==> config.mk <==
export PLATFORM = sky130hd
export DESIGN_NAME = cg_rvarch_imm_decode_stage
export DESIGN_NICKNAME = d
export VERILOG_FILES = /design/src/rtl/cg_rvarch_pkg.sv /design/src/rtl/cg_rvarch_imm_select.sv /design/src/rtl/cg_rvarch_imm_decode_stage.sv
export SDC_FILE = /design/constraint.sdc
export NUM_CORES = 1
export LEC_CHECK = 0
export ABC_AREA = 1
export CAP_MARGIN = 40
export CORE_AREA = 3 3 133 123
export DETAILED_ROUTE_END_ITERATION = 16
export DIE_AREA = 0 0 136 126
export DONT_BUFFER_PORTS = 1
export GPL_TIMING_DRIVEN = 0
export PLACE_DENSITY_LB_ADDON = 0.08
export SLEW_MARGIN = 40
export SYNTH_ARGS = -nofsm -noshare
export SYNTH_HDL_FRONTEND = slang
export SYNTH_SLANG_ARGS = --single-unit
export TNS_END_PERCENT = 20
==> constraint.sdc <==
create_clock -name i_clk -period 1.7 [get_ports i_clk]
set_input_delay 0.17 -clock i_clk [delete_from_list [all_inputs] [get_ports i_clk]]
set_output_delay 0.17 -clock i_clk [all_outputs]
set_load 0.01 [all_outputs]
==> src/rtl/cg_rvarch_pkg.sv <==
// Shared types for the RV32 immediate decode stage: immediate formats,
// RV32 base opcodes, buffered entry layout and skid-buffer states.
package cg_rvarch_pkg;

    localparam int XLEN = 32;

    typedef enum logic [2:0] {
        IMM_NONE = 3'd0,
        IMM_I    = 3'd1,
        IMM_S    = 3'd2,
        IMM_B    = 3'd3,
        IMM_U    = 3'd4,
        IMM_J    = 3'd5
    } imm_fmt_e;

    localparam logic [6:0] OPC_LOAD     = 7'b0000011;
    localparam logic [6:0] OPC_MISC_MEM = 7'b0001111;
    localparam logic [6:0] OPC_OP_IMM   = 7'b0010011;
    localparam logic [6:0] OPC_JALR     = 7'b1100111;
    localparam logic [6:0] OPC_SYSTEM   = 7'b1110011;
    localparam logic [6:0] OPC_STORE    = 7'b0100011;
    localparam logic [6:0] OPC_BRANCH   = 7'b1100011;
    localparam logic [6:0] OPC_AUIPC    = 7'b0010111;
    localparam logic [6:0] OPC_LUI      = 7'b0110111;
    localparam logic [6:0] OPC_JAL      = 7'b1101111;
    localparam logic [6:0] OPC_OP       = 7'b0110011;

    typedef struct packed {
        logic [XLEN-1:0] instr;
        logic [XLEN-1:0] pc;
        logic [XLEN-1:0] imm;
        imm_fmt_e        fmt;
        logic            illegal;
        logic [XLEN-1:0] target;
    } imm_stage_entry_t;

    typedef enum logic [1:0] {
        SKID_EMPTY = 2'd0,
        SKID_ONE   = 2'd1,
        SKID_FULL  = 2'd2
    } skid_state_e;

endpackage

==> src/rtl/cg_rvarch_imm_select.sv <==
// Combinational RV32 opcode classifier and immediate extractor.
// Unrecognised opcodes (including compressed encodings) report illegal with a zero immediate.
module cg_rvarch_imm_select
    import cg_rvarch_pkg::*;
(
    input  logic [XLEN-1:0] instr,
    output logic [XLEN-1:0] imm,
    output imm_fmt_e        fmt,
    output logic            illegal
);

    // Classify the opcode into the immediate format it carries.
    always_comb begin
        fmt     = IMM_NONE;
        illegal = 1'b0;
        case (instr[6:0])
            OPC_LOAD, OPC_MISC_MEM, OPC_OP_IMM, OPC_JALR, OPC_SYSTEM: fmt = IMM_I;
            OPC_STORE:             fmt = IMM_S;
            OPC_BRANCH:            fmt = IMM_B;
            OPC_AUIPC, OPC_LUI:    fmt = IMM_U;
            OPC_JAL:               fmt = IMM_J;
            OPC_OP:                fmt = IMM_NONE;
            default:               illegal = 1'b1;
        endcase
    end

    // Assemble and sign-extend the immediate for the selected format.
    always_comb begin
        imm = '0;
        case (fmt)
            IMM_I:   imm = {{20{instr[31]}}, instr[31:20]};
            IMM_S:   imm = {{20{instr[31]}}, instr[31:25], instr[11:7]};
            IMM_B:   imm = {{19{instr[31]}}, instr[31], instr[7], instr[30:25], instr[11:8], 1'b0};
            IMM_U:   imm = {instr[31:12], 12'h000};
            IMM_J:   imm = {{11{instr[31]}}, instr[31], instr[19:12], instr[20], instr[30:21], 1'b0};
            default: imm = '0;
        endcase
    end

endmodule

==> src/rtl/cg_rvarch_imm_decode_stage.sv <==
// RV32 immediate decode stage with a 2-entry skid buffer (main + skid register).
// Optional branch/jump target adder enabled by defining CG_IMM_TARGET_ADDER_EN;
// without it o_target is tied to zero and no target is stored.
//
// state      | meaning
// -----------+-----------------------------------------------
// SKID_EMPTY | no entry held, o_valid low
// SKID_ONE   | main register holds the head entry
// SKID_FULL  | main holds head, skid holds next; o_ready low
module cg_rvarch_imm_decode_stage
    import cg_rvarch_pkg::*;
#(
    parameter int INSTR_WIDTH = 32,
    parameter int DATA_WIDTH  = 32,
    parameter int ADDR_WIDTH  = 32
) (
    input  logic                   i_clk,
    input  logic                   i_rst_n,
    input  logic                   i_flush,
    input  logic                   i_valid,
    output logic                   o_ready,
    input  logic [INSTR_WIDTH-1:0] i_instr,
    input  logic [ADDR_WIDTH-1:0]  i_pc,
    output logic                   o_valid,
    input  logic                   i_ready,
    output logic [INSTR_WIDTH-1:0] o_instr,
    output logic [ADDR_WIDTH-1:0]  o_pc,
    output logic [DATA_WIDTH-1:0]  o_imm,
    output logic [2:0]             o_fmt,
    output logic                   o_illegal,
    output logic [DATA_WIDTH-1:0]  o_target
);

    skid_state_e      state_q, state_d;
    imm_stage_entry_t main_q, skid_q, cap;
    logic [XLEN-1:0]  sel_imm;
    imm_fmt_e         sel_fmt;
    logic             sel_illegal;
    logic             push, pop;
    logic             load_main_new, load_main_skid, load_skid;

    // Handshake is derived purely from the state flops, so o_ready has no
    // combinational dependence on i_valid or i_ready.
    assign o_ready = (state_q != SKID_FULL);
    assign o_valid = (state_q != SKID_EMPTY);
    assign push    = i_valid & o_ready;
    assign pop     = o_valid & i_ready;

    cg_rvarch_imm_select u_select (
        .instr   (i_instr),
        .imm     (sel_imm),
        .fmt     (sel_fmt),
        .illegal (sel_illegal)
    );

    // Build the entry captured on a push, including the optional target.
    always_comb begin
        cap.instr   = i_instr;
        cap.pc      = i_pc;
        cap.imm     = sel_imm;
        cap.fmt     = sel_fmt;
        cap.illegal = sel_illegal;
`ifdef CG_IMM_TARGET_ADDER_EN
        cap.target  = (sel_illegal || sel_fmt == IMM_NONE) ? '0 : i_pc + sel_imm;
`else
        cap.target  = '0;
`endif
    end

    // State register.
    always_ff @(posedge i_clk or negedge i_rst_n) begin
        if (!i_rst_n) state_q <= SKID_EMPTY;
        else          state_q <= state_d;
    end

    // Next-state and register-load decisions; flush overrides push and pop.
    always_comb begin
        state_d        = state_q;
        load_main_new  = 1'b0;
        load_main_skid = 1'b0;
        load_skid      = 1'b0;
        if (i_flush) begin
            state_d = SKID_EMPTY;
        end else begin
            case (state_q)
                SKID_EMPTY: begin
                    if (push) begin
                        load_main_new = 1'b1;
                        state_d       = SKID_ONE;
                    end
                end
                SKID_ONE: begin
                    if (push && pop) begin
                        load_main_new = 1'b1;
                    end else if (push) begin
                        load_skid = 1'b1;
                        state_d   = SKID_FULL;
                    end else if (pop) begin
                        state_d = SKID_EMPTY;
                    end
                end
                SKID_FULL: begin
                    if (pop) begin
                        load_main_skid = 1'b1;
                        state_d        = SKID_ONE;
                    end
                end
                default: state_d = SKID_EMPTY;
            endcase
        end
    end

    // Entry storage; main only changes on a load, keeping outputs stable under backpressure.
    always_ff @(posedge i_clk or negedge i_rst_n) begin
        if (!i_rst_n) begin
            main_q <= '0;
            skid_q <= '0;
        end else begin
            if (load_main_new)       main_q <= cap;
            else if (load_main_skid) main_q <= skid_q;
            if (load_skid)           skid_q <= cap;
        end
    end

    assign o_instr   = main_q.instr;
    assign o_pc      = main_q.pc;
    assign o_imm     = main_q.imm;
    assign o_fmt     = main_q.fmt;
    assign o_illegal = main_q.illegal;
    assign o_target  = main_q.target;

endmodule

==> impl_metrics.csv <==
group,metric,value,unit
die,fp.dieW,136,um
routing,drtPass1Iterations,5,
power,peakVddDrop,1.05,mV
final_layout,post_layout_nonfiller_instances,1474,
setup_path,crit_path_end_kind,"flip-flop",
cts,cts_hold_buffers,66,
setup_path,start_kind,"flip-flop",
synth,yosysTopAreaCellShare,52.8,%
grt,pin_count_of_the_biggest_net_entering_global_routing,203,
cts,postCtsSetupRepairBufs,0,
cts,cts_max_path_buffers,3,
placement,dpl-instance-area,9950,um2
setup_path,crit_path_top_delay_cell,"sky130_fd_sc_hd__dfrtp_2",
synth,synthesis.area_per_instance,8.39,um2
die,die_area,17100,um2
synth,synthAdderAreaFrac,0,%
synth,syn_area,9580,um2
synth,most_area_consuming_cells_after_synthesis,"sky130_fd_sc_hd__dfrtp_1, sky130_fd_sc_hd__nand2_1, sky130_fd_sc_hd__nand3_1, sky130_fd_sc_hd__inv_1, sky130_fd_sc_hd__o21ai_0",
sta,final_period_minus_worst_setup_slack,1.68,ns
sta,timing_hold_violations_final,202,
grt,grt_pass1_vias,7999,
synth,post-synth-top-area-cell,"sky130_fd_sc_hd__dfrtp_1",
sta,rsz0062_at_grt,"yes",
die,io-pin-count,203,
routing,routed_wl,26800,um
setup_path,path_cells,"inv_2, nand2_1, nand2_1, nand2_2, clkbuf_4, clkbuf_4, o221ai_1",
sta,setup_viol_count_final,0,
synth,count_of_yosys_warnings_during_synthesis,0,
die,row_count,43,
synth,synth_top_family_by_area,"simple AND/OR/NAND/NOR gates",
setup_path,cp_slowest_stage_delay,0.46,ns
final_layout,antenna_cells_inserted,0,
outcome,violated_checks,"hold timing",
sta,slew-limit-headroom,58.6,%
placement,placed_cells,1375,
routing,drc,0,
placement,dp_hpwl,18000,um
die,coreArea,15200,um2
synth,yosys.cell_types.count,28,
final_layout,final_nets,1331,
synth,muxShareOfSynthArea,0,%
sta,layout_worst_path_cycle_share,99.0,%
grt,grt_first_pass_wirelength,42600,um
synth,synthCells,1142,
synth,ys_seq_elements,202,
cts,worst_skew_pair.late_latency,0.49,ns
synth,synth-seq-area-share,52.8,%
cts,tritoncts.num_buffers,21,
grt,globalRouteOverflowTotal,0,
power,power.total,13.9,mW
power,p_leak,5.82,nW
sta,fmax,594,MHz
outcome,status,"finished, violations left",
min_path,hold_class,"input port to asynchronous set/reset pin",
routing,routed-via-count,8199,
sta,worstMarginPinSlew,0.620,ns
grt,antenna_found_initial,1,
grt,globalRouteTotalUtil,31.2,%
cts,cts_tree,"done",
die,start_util,63.1,%
setup_path,crit_fanout,10,
placement,placement.io_buffers,0,
cts,clk_transition_reported_paths,0.07,ns
setup_path,worst-setup-path-type,"flip-flop to flip-flop",
routing,wl_per_cell,18.2,um
routing,avgViaCountPerCell,5.56,
placement,place.gp.congestion,0.940,
sta,post-route-worst-setup-slack,0.0165,ns
cts,htreeDepth,1,
sta,fin_hold_ws,-0.636,ns
setup_path,cp_data_arrival_time,2.03,ns
sta,clock_skew,0.00780,ns
synth,post_synth_xor_area_fraction,0,%
sta,finalMaxSlewViolations,0,
routing,initialDrtViolationCount,711,
routing,antenna_left,0,
synth,compound_gate_portion_of_the_synthesized_area,11.8,%
die,die_height,126,um
cts,numClockSinks,202,
run,cap_violations,0,
cts,cts_root_buf,"sky130_fd_sc_hd__clkbuf_16",
placement,detailedPlace.worstSlack,-0.0842,ns
final_layout,drive_above_1_share,12.5,%
final_layout,flow.area_growth_from_synthesis,18.8,%
final_layout,final_design_area_no_fill,11400,um2
setup_path,worst-endpoint-required,2.04,ns
power,power_density,1220,nW/um2
synth,yosys.area_share.simple,22.4,%
-- cell usage in the layout (no fill, tap or decap), types with 9 or more instances in the layout --
cell,netlist,layout
sky130_fd_sc_hd__nand2_1,302,302
sky130_fd_sc_hd__dfrtp_1,202,201
sky130_fd_sc_hd__inv_1,149,149
sky130_fd_sc_hd__nand3_1,135,134
sky130_fd_sc_hd__o21ai_0,79,79
sky130_fd_sc_hd__dlygate4sd3_1,0,66
sky130_fd_sc_hd__buf_4,44,47
sky130_fd_sc_hd__o211ai_1,38,38
sky130_fd_sc_hd__buf_2,45,33
sky130_fd_sc_hd__conb_1,1,32
sky130_fd_sc_hd__o221ai_1,28,28
sky130_fd_sc_hd__nor2_1,25,24
sky130_fd_sc_hd__clkbuf_16,0,21
sky130_fd_sc_hd__nand4_1,14,14
sky130_fd_sc_hd__o21ai_1,13,13
sky130_fd_sc_hd__clkbuf_4,0,9
sky130_fd_sc_hd__a21oi_1,9,9
-- kinds of logic (layout without fill, tap and decap cells) --
family | after synthesis | in the layout
DFF | 202 | 202
and+or+nand+nor | 494 | 494
buffers and inverters | 264 | 363
other | 1 | 32
AOI/OAI and AO/OA | 181 | 181
-- metal layers --
metal  up-vias  part of all wire (%)  track usage [%]
met4         2                   2.9             8.06
li1       3874                     -                -
met1      3883                    41             43.7
met5         -                 0.049                0
met3        59                    11             10.0
met2       381                    45             47.7
-- synthesized netlist by cell type --
master,instances
sky130_fd_sc_hd__dfrtp_1,202
sky130_fd_sc_hd__clkbuf_2,2
sky130_fd_sc_hd__nand3_4,1
sky130_fd_sc_hd__buf_2,45
sky130_fd_sc_hd__o21ai_0,79
sky130_fd_sc_hd__inv_1,149
sky130_fd_sc_hd__inv_2,8
sky130_fd_sc_hd__a21oi_1,9
sky130_fd_sc_hd__clkbuf_1,11
sky130_fd_sc_hd__nand3_2,1
sky130_fd_sc_hd__nor3_1,2
sky130_fd_sc_hd__nor2_2,2
sky130_fd_sc_hd__nor2_4,4
sky130_fd_sc_hd__nand3_1,135
sky130_fd_sc_hd__nand4_1,14
sky130_fd_sc_hd__buf_4,44
sky130_fd_sc_hd__buf_1,1
sky130_fd_sc_hd__nand2_2,7
sky130_fd_sc_hd__o221ai_1,28
sky130_fd_sc_hd__o211ai_1,38
sky130_fd_sc_hd__buf_6,4
sky130_fd_sc_hd__o21bai_1,8
sky130_fd_sc_hd__o22ai_1,6
sky130_fd_sc_hd__nand2_4,1
sky130_fd_sc_hd__o21ai_1,13
sky130_fd_sc_hd__conb_1,1
sky130_fd_sc_hd__nor2_1,25
sky130_fd_sc_hd__nand2_1,302
-- state kept, by name, summed over array words and instances (netlist names) --
signal,cells
o_instr,32
o_fmt,3
skid_q,100
o_pc,32
o_illegal,1
state_q,2
o_imm,32
-- report_power, final --
group	internal, mW	switching (mW)
Combinational	0.957	1.27
Clock	2.87	1.86
Sequential	6.00	0.976
-- worst max-delay path, delay by kind of cell (launching register included) --
family / cells / cell delay [ns]
AO/OA/AOI/OAI: 1 / 0.15
AND/OR/NAND/NOR: 3 / 0.38
buffers and inverters: 3 / 0.54
flip-flops: 1 / 0.46
-- layout make-up --
type                    instances  area, um2
multi-input cells             707       3410
plain buffers                 107        711
clock inverters                 7        114
well taps                     202        253
fillers                      1162       3790
clock buffers                  26        584
flip-flops and latches        202       5060
repair buffers                 66        661
inverters                     157        589
-- what timing repair did --
| item | 4_1_cts | 5_1_grt |
|---|---|---|
| gates resized for setup | 9 | 25 |
| endpoints found under the hold margin | 368 | 202 |
| pin swaps | 0 | 1 |
| endpoints found under the setup margin | 107 | 180 |
-- through the flow --
stage / setup TNS, ns / utilization, %
6_report: 0 / 75.0
4_1_cts: 0 / 74.7
3_3_place_gp: -2.86 / 65.6
2_1_floorplan: 0 / -
3_5_place_dp: -4.85 / 65.6
5_1_grt: -1.16 / 75.0
-- worst paths after layout --
| kind | slack, ns | cells after the start | to | start |
|---|---|---|---|---|
| hold reg to reg | 0.48 | 2 | skid_q[55]$_DFFE_PN0P_ | skid_q[55]$_DFFE_PN0P_ |
| max in group asynchronous | 2.05 | 0 | o_imm[16]$_DFFE_PN0P_ | i_rst_n |
| hold / removal | -0.64 | 0 | skid_q[78]$_DFFE_PN0P_ | i_rst_n |
| min in group i_clk | 0.02 | 6 | skid_q[63]$_DFFE_PN0P_ | i_instr[27] |
| setup reg to reg | 0.02 | 7 | o_instr[22]$_DFFE_PN0P_ | state_q[0]$_DFFE_PN0P_ |
| setup / recovery | 0.02 | 7 | o_instr[22]$_DFFE_PN0P_ | state_q[0]$_DFFE_PN0P_ |
No activity file was read; power rests on OpenSTA's default activity.
